### src/rtl/game_flow_ctrl.sv
// game_flow_ctrl
// ---------------------------------------------------------------------------
// Top-level sequencer for the snake game. It runs the IDLE/RUN/PAUSE/OVER
// state machine, generates the periodic snake movement tick, turns the raw
// collision levels into single-cycle goodColl/badColl pulses for
// score_tracker, detects a win from the score read back, and pulses
// clearScore at every game start.
//
// Optional feature macro: GAME_SPEEDUP_EN
//   defined   : RUN tick period is max(TICK_DIV - currScore[6:3], 2),
//               re-sampled at every tick counter wrap.
//   undefined : RUN tick period is fixed at TICK_DIV.
//
// Ports:
//   clk            in   system clock
//   nRst           in   synchronous active-low reset
//   startBtn       in   start/restart button (synchronised level)
//   pauseBtn       in   pause toggle button (synchronised level)
//   appleHit       in   head-on-apple flag (level)
//   wallHit        in   head-on-wall flag (level)
//   selfHit        in   head-on-body flag (level)
//   currScore[6:0] in   current score from score_tracker
//   gameState[1:0] out  00 IDLE, 01 RUN, 10 PAUSE, 11 OVER
//   moveTick       out  one-cycle snake-advance pulse
//   goodColl       out  one-cycle apple pulse to score_tracker
//   badColl        out  one-cycle fatal-collision pulse to score_tracker
//   clearScore     out  one-cycle score clear pulse at game start
//   isGameComplete out  high while in OVER
//   win            out  high in OVER when the game ended on MAX_SCORE
// ---------------------------------------------------------------------------
`timescale 1ns/1ps

module game_flow_ctrl #(
  parameter int TICK_DIV  = 10,
  parameter int MAX_SCORE = 50,
  parameter int OVER_HOLD = 4
) (
  input  logic       clk,
  input  logic       nRst,
  input  logic       startBtn,
  input  logic       pauseBtn,
  input  logic       appleHit,
  input  logic       wallHit,
  input  logic       selfHit,
  input  logic [6:0] currScore,
  output logic [1:0] gameState,
  output logic       moveTick,
  output logic       goodColl,
  output logic       badColl,
  output logic       clearScore,
  output logic       isGameComplete,
  output logic       win
);

  typedef enum logic [1:0] {
    S_IDLE  = 2'b00,
    S_RUN   = 2'b01,
    S_PAUSE = 2'b10,
    S_OVER  = 2'b11
  } state_t;

  // Wide enough to hold OVER_HOLD itself (and never zero bits wide).
  localparam int HOLD_W = $clog2(OVER_HOLD + 2);

  state_t            state;
  logic [7:0]        tick_cnt;
  logic [HOLD_W-1:0] hold_cnt;
  logic              start_prev;
  logic              pause_prev;
  logic              apple_prev;
  logic              hit_prev;

  logic start_e;
  logic pause_e;
  logic apple_e;
  logic hit_e;
  logic tick_last;
  logic score_reached;

  assign start_e = startBtn & ~start_prev;
  assign pause_e = pauseBtn & ~pause_prev;
  assign apple_e = appleHit & ~apple_prev;
  assign hit_e   = (wallHit | selfHit) & ~hit_prev;

  // While clearScore is high the score input still shows the previous
  // game's value, so the win check is held off for that one cycle.
  assign score_reached = ~clearScore && (currScore >= 7'(MAX_SCORE));

  assign gameState = state;

`ifdef GAME_SPEEDUP_EN
  logic [7:0] period;
  logic [7:0] next_period;
  logic [7:0] speed_step;

  // One cycle faster per 8 points, never below a 2-cycle period.
  always_comb begin
    speed_step = {4'd0, currScore[6:3]};
    if (8'(TICK_DIV) < speed_step + 8'd2) begin
      next_period = 8'd2;
    end else begin
      next_period = 8'(TICK_DIV) - speed_step;
    end
  end

  assign tick_last = (tick_cnt == period - 8'd1);
`else
  assign tick_last = (tick_cnt == 8'(TICK_DIV - 1));
`endif

  // Game state machine. Pulse outputs default low each cycle, so every
  // pulse lasts exactly one cycle. The tick counter advances on every RUN
  // cycle, including the one that leaves RUN, and is then held frozen in
  // PAUSE so a resumed game picks up where it stopped.
  always_ff @(posedge clk) begin
    if (!nRst) begin
      state          <= S_IDLE;
      tick_cnt       <= 8'd0;
      hold_cnt       <= '0;
      start_prev     <= 1'b0;
      pause_prev     <= 1'b0;
      apple_prev     <= 1'b0;
      hit_prev       <= 1'b0;
      moveTick       <= 1'b0;
      goodColl       <= 1'b0;
      badColl        <= 1'b0;
      clearScore     <= 1'b0;
      isGameComplete <= 1'b0;
      win            <= 1'b0;
`ifdef GAME_SPEEDUP_EN
      period         <= 8'(TICK_DIV);
`endif
    end else begin
      start_prev <= startBtn;
      pause_prev <= pauseBtn;
      apple_prev <= appleHit;
      hit_prev   <= wallHit | selfHit;
      moveTick   <= 1'b0;
      goodColl   <= 1'b0;
      badColl    <= 1'b0;
      clearScore <= 1'b0;

      case (state)
        S_IDLE: begin
          if (start_e) begin
            state      <= S_RUN;
            clearScore <= 1'b1;
            tick_cnt   <= 8'd0;
`ifdef GAME_SPEEDUP_EN
            period     <= 8'(TICK_DIV);
`endif
          end
        end

        S_RUN: begin
          if (tick_last) begin
            tick_cnt <= 8'd0;
`ifdef GAME_SPEEDUP_EN
            period   <= next_period;
`endif
          end else begin
            tick_cnt <= tick_cnt + 8'd1;
          end

          // A fatal hit outranks the win check, the apple and a pause.
          if (hit_e) begin
            badColl        <= 1'b1;
            state          <= S_OVER;
            isGameComplete <= 1'b1;
            win            <= 1'b0;
            hold_cnt       <= '0;
          end else if (score_reached) begin
            state          <= S_OVER;
            isGameComplete <= 1'b1;
            win            <= 1'b1;
            hold_cnt       <= '0;
          end else begin
            goodColl <= apple_e;
            if (pause_e) begin
              state <= S_PAUSE;
            end else begin
              moveTick <= tick_last;
            end
          end
        end

        S_PAUSE: begin
          if (pause_e) begin
            state <= S_RUN;
          end
        end

        S_OVER: begin
          if (hold_cnt != HOLD_W'(OVER_HOLD)) begin
            hold_cnt <= hold_cnt + HOLD_W'(1);
          end else if (start_e) begin
            state          <= S_RUN;
            clearScore     <= 1'b1;
            isGameComplete <= 1'b0;
            win            <= 1'b0;
            tick_cnt       <= 8'd0;
`ifdef GAME_SPEEDUP_EN
            period         <= 8'(TICK_DIV);
`endif
          end
        end

        default: state <= S_IDLE;
      endcase
    end
  end

endmodule

### config.mk
export PLATFORM = sky130hd
export DESIGN_NAME = game_flow_ctrl
export DESIGN_NICKNAME = d
export VERILOG_FILES = /design/src/rtl/game_flow_ctrl.sv
export SDC_FILE = /design/constraint.sdc
export NUM_CORES = 1
export LEC_CHECK = 0
export CORE_MARGIN = 5
export CORE_UTILIZATION = 55
export DETAILED_ROUTE_END_ITERATION = 10
export PLACE_DENSITY = 0.85
export SLEW_MARGIN = 20
export SYNTH_ARGS = -nofsm -noshare
export SYNTH_HDL_FRONTEND = slang
export SYNTH_SLANG_ARGS = --single-unit
### constraint.sdc
create_clock -name clk -period 4.68 [get_ports clk]
set_input_delay 1.404 -clock clk [delete_from_list [all_inputs] [get_ports clk]]
set_output_delay 1.404 -clock clk [all_outputs]
set_load 0.005 [all_outputs]
==> summary by stage, run 1 <==
Clock tree
The post-CTS setup repair buffer count is 0. In this run the number of H-tree levels came out at 1. The maximum buffer depth of the clock tree is 2. The clock sink count is 23. The count of cells resized by post-cts repair is 0. After clock tree synthesis, the clock-pin slew on the worst setup and hold paths is 0.13 ns. The tree is rooted in a sky130_fd_sc_hd__clkbuf_4. The TritonCTS clock tree is built. The number of hold buffers added after CTS is 0.

The clock latency on the worst-skew pair is 0.30 ns. Counting the buffers created by CTS gives 3.

STA
The shortest clock period the worst path allows after layout is 2.80 ns. The worst clock skew on the final layout is 0.00841 ns. The final-report max-slew violation count came to 0.

The final setup violation count is 0. Setup repair after global routing left no endpoint under its margin. The final hold violation count was 0.

The final worst setup slack is 1.88 ns. The final total negative setup slack is 0 ns. Based on the critical path, the design can be clocked at up to 357 MHz. The post-route fraction of the period consumed by the critical path is 59.9%. The worst pin sits at a relative slew slack of 51.8%. For the pin with the worst max-slew slack, the measured transition is 0.715 ns.

Across all hold checks on the routed design, the worst slack comes to 0.406 ns.

Yosys
The sequential area share after synthesis is 37.1%. The fraction of registers with async set/reset is 0%. Synthesis instantiated 48 different standard cells from the library. The commonest register cell after synthesis is sky130_fd_sc_hd__dfxtp_1.

During synthesis, Yosys emitted a total of 0 warnings. Synthesis produced a netlist with a net count of 159. A synthesized cell averages 9.05 sq um. The synthesized instance count is 137. The count of flip-flops with a built-in enable after synthesis is 0.

After synthesis the netlist holds a flip-flop and latch count of 23. The combined area of all synthesized cells is 1240 sq um.

Global route
The number of antenna violations at the first check in global routing was 0. Global routing used 16.6% of the available tracks across all layers. Entering global routing, the biggest net connects 16 pins. The first global-routing pass estimated 4460 um of wire.

The total overflow left after global routing is 0. The via count of the first global-routing pass is 1012.

Route
The detailed router placed 1133 vias in this run. In this run, the number of DRC markers left after iteration 0 of detailed routing was 44. The highest metal layer carrying signal wires in the routed design is met4.

For this block, wires on met1 add up to 1180 um. The routed design uses 1390 um of met2 wire. The final layout contains routed wiring with a total length of 2740 um. The remaining antenna violation count after routing is 0. The detailed-routing iteration count for the pre-antenna-repair pass is 4. The routed via count divided by cell count is 6.06.

The number of remaining DRC errors is 0. Detailed routing placed a total of 148 um of wire on met3. The wire length per cell after detailed routing is 14.7 um.

Pwr
For this design the ratio of total power to cell area is 385 nW/um^2. The internal power consumption is 361 uW. The static leakage is 0.533 nW. The proportion of power drawn by the clock network is 15.6%. In this run, flip-flops and latches consume 42.8% of the power. Combinational logic is responsible for 41.6% of the overall power.

The worst IR drop on VDD is 0.000257 V. Summed over all nets, the switching power comes to 214 uW. The switching portion of total power is 37.2%.

Placed design
The cell area reported after detailed placement is 1470 sq um. In this run the tool buffered the top-level ports with 20 buffer cells. The HPWL reported at the end of detailed placement is 2100 um. Routability-driven placement finished with a final weighted congestion of 0.842. The post-place setup slack is 1.57 ns.

Worst setup path
The top fanout value on the critical path is 6. For the worst setup path, the data arrival time is 3.02 ns. On the critical path, the stage with the largest delay is an instance of sky130_fd_sc_hd__clkdlybuf4s50_1. Following the worst setup path forward leads to its endpoint at gameState[0]$_SDFFE_PN0P_. The element type at the critical path end is a flop. Walking the worst path, the cells encountered are clkdlybuf4s50_1, o21bai_1, nand2_1, or2_2, a31o_2. The beginning of the critical path is selfHit.

The worst register-to-register path ends at tick_cnt[6]$_SDFFE_PN0P_. The worst register-to-register path begins at gameState[1]$_SDFFE_PN0P_. The type of element launching the critical path is an input port.

The data required time at the worst endpoint is 4.89 ns. Setup slack on the worst reg-to-reg path comes out at 2.54 ns. The worst register-to-register path has a depth of 6. The peak per-stage delay on the critical path is 0.42 ns.

The critical path is of the input port to flop type.

Final layout
The fraction of final layout cells sized beyond drive strength 1 is 9.43%. Relative to the synthesized area, the layout overhead comes to 20.5%. The final antenna diode count is 0.

The final layout contains 182 nets. The final standard cell area without fillers is 1490 sq um. Counting the fill cells in the layout gives 159.

Worst hold path
The class of the worst hold path is flop to flop. The worst hold path begins at apple_prev$_SDFF_PN0_.

Floorplan
From left edge to right edge, the die measures 57.5 um. The die height is 57.5 um. The starting density of the core is 56.6%.

The placeable core region is 2190 sq um. The standard-cell row count is 17. The die footprint is 3300 sq um. The count of boundary I/O pins is 22.

Run
The max capacitance violation total is 0.

Outcome
The run finished with clean final reports.
layout make-up:
class / instances / area (sq um) / share of cell area [%]
multi-input cells: 101 / 729 / 48.8
flip-flops and latches: 23 / 460 / 30.8
repair buffers: 20 / 200 / 13.4
inverters: 11 / 41.3 / 2.76
well taps: 28 / 35.0 / 2.35
clock buffers: 3 / 22.5 / 1.51
clock inverters: 1 / 5.00 / 0.335
metal layers:
layer | vias to the layer above | global-route usage (%)
met5 | - | 0
met4 | 0 | 3.64
met3 | 4 | 3.62
met2 | 35 | 29.0
met1 | 544 | 20.6
li1 | 550 | -
how the worst min path moves through the flow:
stage / end / slack, ns / depth (start not counted)
after floorplan: goodColl$_SDFF_PP0_ / 0.37 / 1
after global placement: goodColl$_SDFF_PP0_ / 0.38 / 1
after detailed placement: goodColl$_SDFF_PP0_ / 0.39 / 1
after CTS: goodColl$_SDFF_PP0_ / 0.41 / 1
after global routing: goodColl$_SDFF_PP0_ / 0.43 / 1
final: goodColl$_SDFF_PP0_ / 0.41 / 1
power by group through the flow:
stage / clock, mW / sequential (mW) / combinational, mW
6_report: 0.0898 / 0.246 / 0.239
2_1_floorplan: 0 / 0.245 / 0.160
4_1_cts: 0.0940 / 0.245 / 0.239
5_1_grt: 0.106 / 0.249 / 0.261
3_3_place_gp: 0 / 0.247 / 0.230
3_5_place_dp: 0 / 0.250 / 0.237
kinds of logic (layout without fill, tap and decap cells):
group	after synthesis	count (layout)	synth area share, %
buffers and inverters	13	35	4.04
AOI/OAI and AO/OA	35	35	22.9
adders and majority gates	8	8	8.07
xor gates and xnor gates	3	3	2.12
DFF	23	23	37.1
muxes	2	2	1.61
and+or+nand+nor	53	53	24.1
placed cells by master (no fill, tap or decap), drive strengths merged, types with 2 or more instances in the layout:
cell type and count:
nor3 5, clkbuf 3, o31ai 2, nand4 2, a2111oi 2, nand2b 2
and2 3, dfxtp 23, a31o 2, nor3b 2, o21ai 5, xnor2 2
nand3 5, ha 8, a21oi 8, inv 11, clkdlybuf4s50 20, nand2 12
nor2 10, nand4b 2, and3 2, o2111ai 3, mux2i 2, a31oi 2
registers in the layout, summed over array words and instances, names as in the netlist:
register,count
start_prev,1
tick_cnt,8
win,1
badColl,1
pause_prev,1
moveTick,1
hold_cnt,3
hit_prev,1
isGameComplete,1
clearScore,1
apple_prev,1
goodColl,1
gameState,2
cell usage after synthesis, types with 2 or more instances:
cell type / n / share of area, %
sky130_fd_sc_hd__o31ai_1: 2 / 1.2
sky130_fd_sc_hd__xnor2_1: 2 / 1.4
sky130_fd_sc_hd__and3_1: 2 / 1.0
sky130_fd_sc_hd__nor3_1: 5 / 2.0
sky130_fd_sc_hd__nand4b_1: 2 / 1.4
sky130_fd_sc_hd__nor2_1: 10 / 3.0
sky130_fd_sc_hd__nand2_1: 12 / 3.6
sky130_fd_sc_hd__o21ai_0: 5 / 2.0
sky130_fd_sc_hd__ha_1: 8 / 8.1
sky130_fd_sc_hd__nand3_1: 4 / 1.6
sky130_fd_sc_hd__mux2i_1: 2 / 1.6
sky130_fd_sc_hd__a21oi_1: 7 / 2.8
sky130_fd_sc_hd__nand4_1: 2 / 1.0
sky130_fd_sc_hd__and2_1: 3 / 1.5
sky130_fd_sc_hd__nor3b_1: 2 / 1.2
sky130_fd_sc_hd__o2111ai_1: 3 / 2.1
sky130_fd_sc_hd__dfxtp_1: 23 / 37
sky130_fd_sc_hd__a31o_2: 2 / 1.4
sky130_fd_sc_hd__inv_1: 11 / 3.3
sky130_fd_sc_hd__a31oi_1: 2 / 1.0
critical path: cells and delay by family:
family / cells / cell delay, ns
AND/OR/NAND/NOR: 2 / 0.60
AO/OA/AOI/OAI: 2 / 0.60
buffers and inverters: 1 / 0.42
through the flow:
step | std cells | total power, mW | utilization, %
finish | 187 | 0.575 | 68.2
global route | 187 | 0.616 | 68.2
CTS | 187 | 0.578 | 68.2
detailed placement | 183 | 0.487 | 66.9
global placement | 183 | 0.476 | 66.9
floorplan | 137 | 0.405 | -
Power figures use the tool's default switching activity.
==> run 2: changes to the inputs <==
CORE_UTILIZATION = 51   (was 55)
PLACE_DENSITY = 0.8   (was 0.85)
clock period = 2.7 ns   (was 4.68 ns; I/O delays follow)
==> run 2 against run 1 <==
Combinational power is 83% higher. Register-to-register slack lost 1.7 ns. Worst setup slack worse by 1.3 ns. Die area increased by 6.5%. Global-route usage is 0.88 points higher. Critical path type unchanged. Critical endpoint unchanged.
==> summary by stage, run 2 (same netlist as run 1, synthesis figures left out) <==
Outcome
The run finished with clean final reports.

Final layout
The register with the most flip-flops in the layout has 8 of them. The net count of the finished layout is 187. The library cell used most frequently in the layout, excluding fill and tap cells, is sky130_fd_sc_hd__dfxtp_1. From synthesis to final layout, the design area changed by 23.4%.

The register with the most flip-flops is tick_cnt. Leaving out fill and tap cells, the most frequent cells in the layout are sky130_fd_sc_hd__dfxtp_1 (23), sky130_fd_sc_hd__clkdlybuf4s50_1 (20), sky130_fd_sc_hd__nand2_1 (12). 0 antenna diodes ended up in the layout. Cells with a size suffix above 1 make up 11.6% of the layout. The number of standard cells in the final layout excluding fillers is 192.

Route
The wire length per cell after detailed routing is 14.4 um. For this block, the initial DRC count from the detailed router was 41. In the routed layout, each cell is associated on average with a via count of 5.95. The number of remaining DRC errors is 0. The final route contains 1143 vias. Once detail routing completed, the nets flagged for antenna violations numbered 0. Before antenna repair, the detailed router went through 4 iterations.

The aggregate routed wire length is 2770 um.

STA
Adding up every negative setup slack in the final design gives 0 ns. In this run the tightest slew margin relative to its limit is 69.2%. Based on the critical path, the design can be clocked at up to 464 MHz. The final setup violation count is 0.

Setup repair after global routing left no endpoint under its margin. The worst-margin pin slew is 0.462 ns. The final hold violation count is 0. The worst path uses 79.8% of the clock period. The final-report max-slew violation count came to 0. The worst clock skew on the final layout is 0.000823 ns.

The clock period could shrink to 2.15 ns.

Worst hold path
The number of cells on the worst hold path is 1. The worst hold path begins at apple_prev$_SDFF_PN0_. The worst hold path belongs to the class flop to flop.

Worst setup path
The critical path depth is 5. Data on the critical path arrives at its endpoint at 2.36 ns. The data required time at the worst endpoint is 2.91 ns. For this design, the slowest cell found on the critical path is sky130_fd_sc_hd__clkdlybuf4s50_1. Grouping stages by cell kind, the critical path spends the most delay in compound AO/OA/AOI/OAI gates. The reg-to-reg critical path startpoint is gameState[0]$_SDFFE_PN0P_.

The peak per-stage delay on the critical path is 0.40 ns. The top fanout value on the critical path is 6. The count of buffer and inverter cells on the critical path is 1.

The type of element launching the critical path is an input port. Tracing the worst setup path back leads to its startpoint at currScore[1]. Walking the worst path, the cells encountered are clkdlybuf4s50_1, o311ai_1, a21oi_1, or2_2, a31o_2. The worst register-to-register path has a depth of 6. The element type at the critical path end is a flop. The critical path class is input port to flop.

Pwr
Of the total power, the clock network draws 15.4%. The net switching component of the power is 372 uW. The worst IR drop on VDD is 0.000405 V. The static leakage is 0.554 nW. Net switching is 36.6% of the power. In this run the power density over the cells is 664 nW/um^2. The proportion of power drawn by flip-flops and latches is 41.5%.

The part of the power in combinational logic is 43.1%. The internal power consumption is 645 uW.

Clock tree
The number of CTS-inserted buffers is 3. The count of cells resized by post-cts repair is 0. The cell sitting at the root of the clock tree is a sky130_fd_sc_hd__clkbuf_4.

The clock net in this run drives a total of 23 sinks. The total number of H-tree levels is 1. The clock-pin slew reported for the worst setup and hold paths after clock tree synthesis is 0.12 ns. After clock tree synthesis, the setup repair step added 0 buffers. The clock reaches the later pin of the worst-skew pair after 0.30 ns. The TritonCTS clock tree is built.

In this run the deepest clock path goes through 2 buffers. For this design, the CTS-stage hold fixing added 0 buffers.

Global route
The total routing resource utilization after global routing is 17.5%. The via count of the first global-routing pass is 1089. The first global-routing pass estimated 4750 um of wire. The number of antenna violations at the first check in global routing is 0. For this run the aggregate overflow at the end of global routing stands at 0. The largest net degree at the start of global routing is 13.

Floorplan
The starting density of the core is 54.5%. The count of boundary I/O pins is 22. The die height is 59.3 um. In this run the core area contains 17 standard-cell rows. The total area inside the core boundary comes to 2280 sq um. The overall die width is 59.3 um. The die footprint is 3520 sq um.

Placed design
The count of buffers added on input and output ports is 20. At the end of routability-driven placement, the weighted congestion stood at 0.871. Detailed placement ended at an HPWL of 2220 um. The total instance count after detailed placement is 188.

Run
Max-cap violations in this run came to 0.
[run 2: changes by cell type in the layout (fill, tap and decap cells not counted)]
cell                       previous run  this run
sky130_fd_sc_hd__buf_4                0         5
sky130_fd_sc_hd__clkbuf_1             0         1
sky130_fd_sc_hd__clkinv_2             1         0
[run 2: final timing paths]
path / to / slack (ns)
setup / recovery: gameState[0]$_SDFFE_PN0P_ / 0.55
hold / removal: goodColl$_SDFF_PP0_ / 0.40
setup reg to reg: tick_cnt[3]$_SDFFE_PN0P_ / 0.85
hold reg to reg: goodColl$_SDFF_PP0_ / 0.40
[run 2: power groups by stage]
| stage | Combinational (mW) | Sequential (mW) | Clock, mW |
|---|---|---|---|
| 6_report | 0.438 | 0.422 | 0.156 |
| 3_5_place_dp | 0.437 | 0.430 | 0 |
| 2_1_floorplan | 0.277 | 0.425 | 0 |
| 4_1_cts | 0.438 | 0.422 | 0.164 |
| 5_1_grt | 0.496 | 0.429 | 0.183 |
| 3_3_place_gp | 0.424 | 0.427 | 0 |
[run 2: cell type report]
| type | count | area (sq um) |
|---|---|---|
| Timing Repair Buffer | 25 | 238 |
| Multi-Input combinational cell | 101 | 729 |
| Fill cell | 179 | 746 |
| Tap cell | 28 | 35.0 |
| Sequential cell | 23 | 460 |
| Clock buffer | 4 | 26.3 |
| Inverter | 11 | 41.3 |
[run 2: through the flow]
step                      area, sq um  power, mW  hold WS, ns  util [%]  setup WS (ns)
after floorplan                  1240      0.701        0.373         -          0.769
after global placement           1500      0.850        0.383      66.1          0.255
after detailed placement         1500      0.867        0.388      66.1          0.224
after CTS                        1530       1.02        0.406      67.2          0.556
after global routing             1530       1.11        0.431      67.2          0.444
final                            1530       1.02        0.403      67.2          0.546
[run 2: routing by layer]
layer  GRT usage, %  routed length, um
met4           5.83                 29
met5              0                  0
met1           22.0               1230
met3           2.61                152
met2           30.0               1370
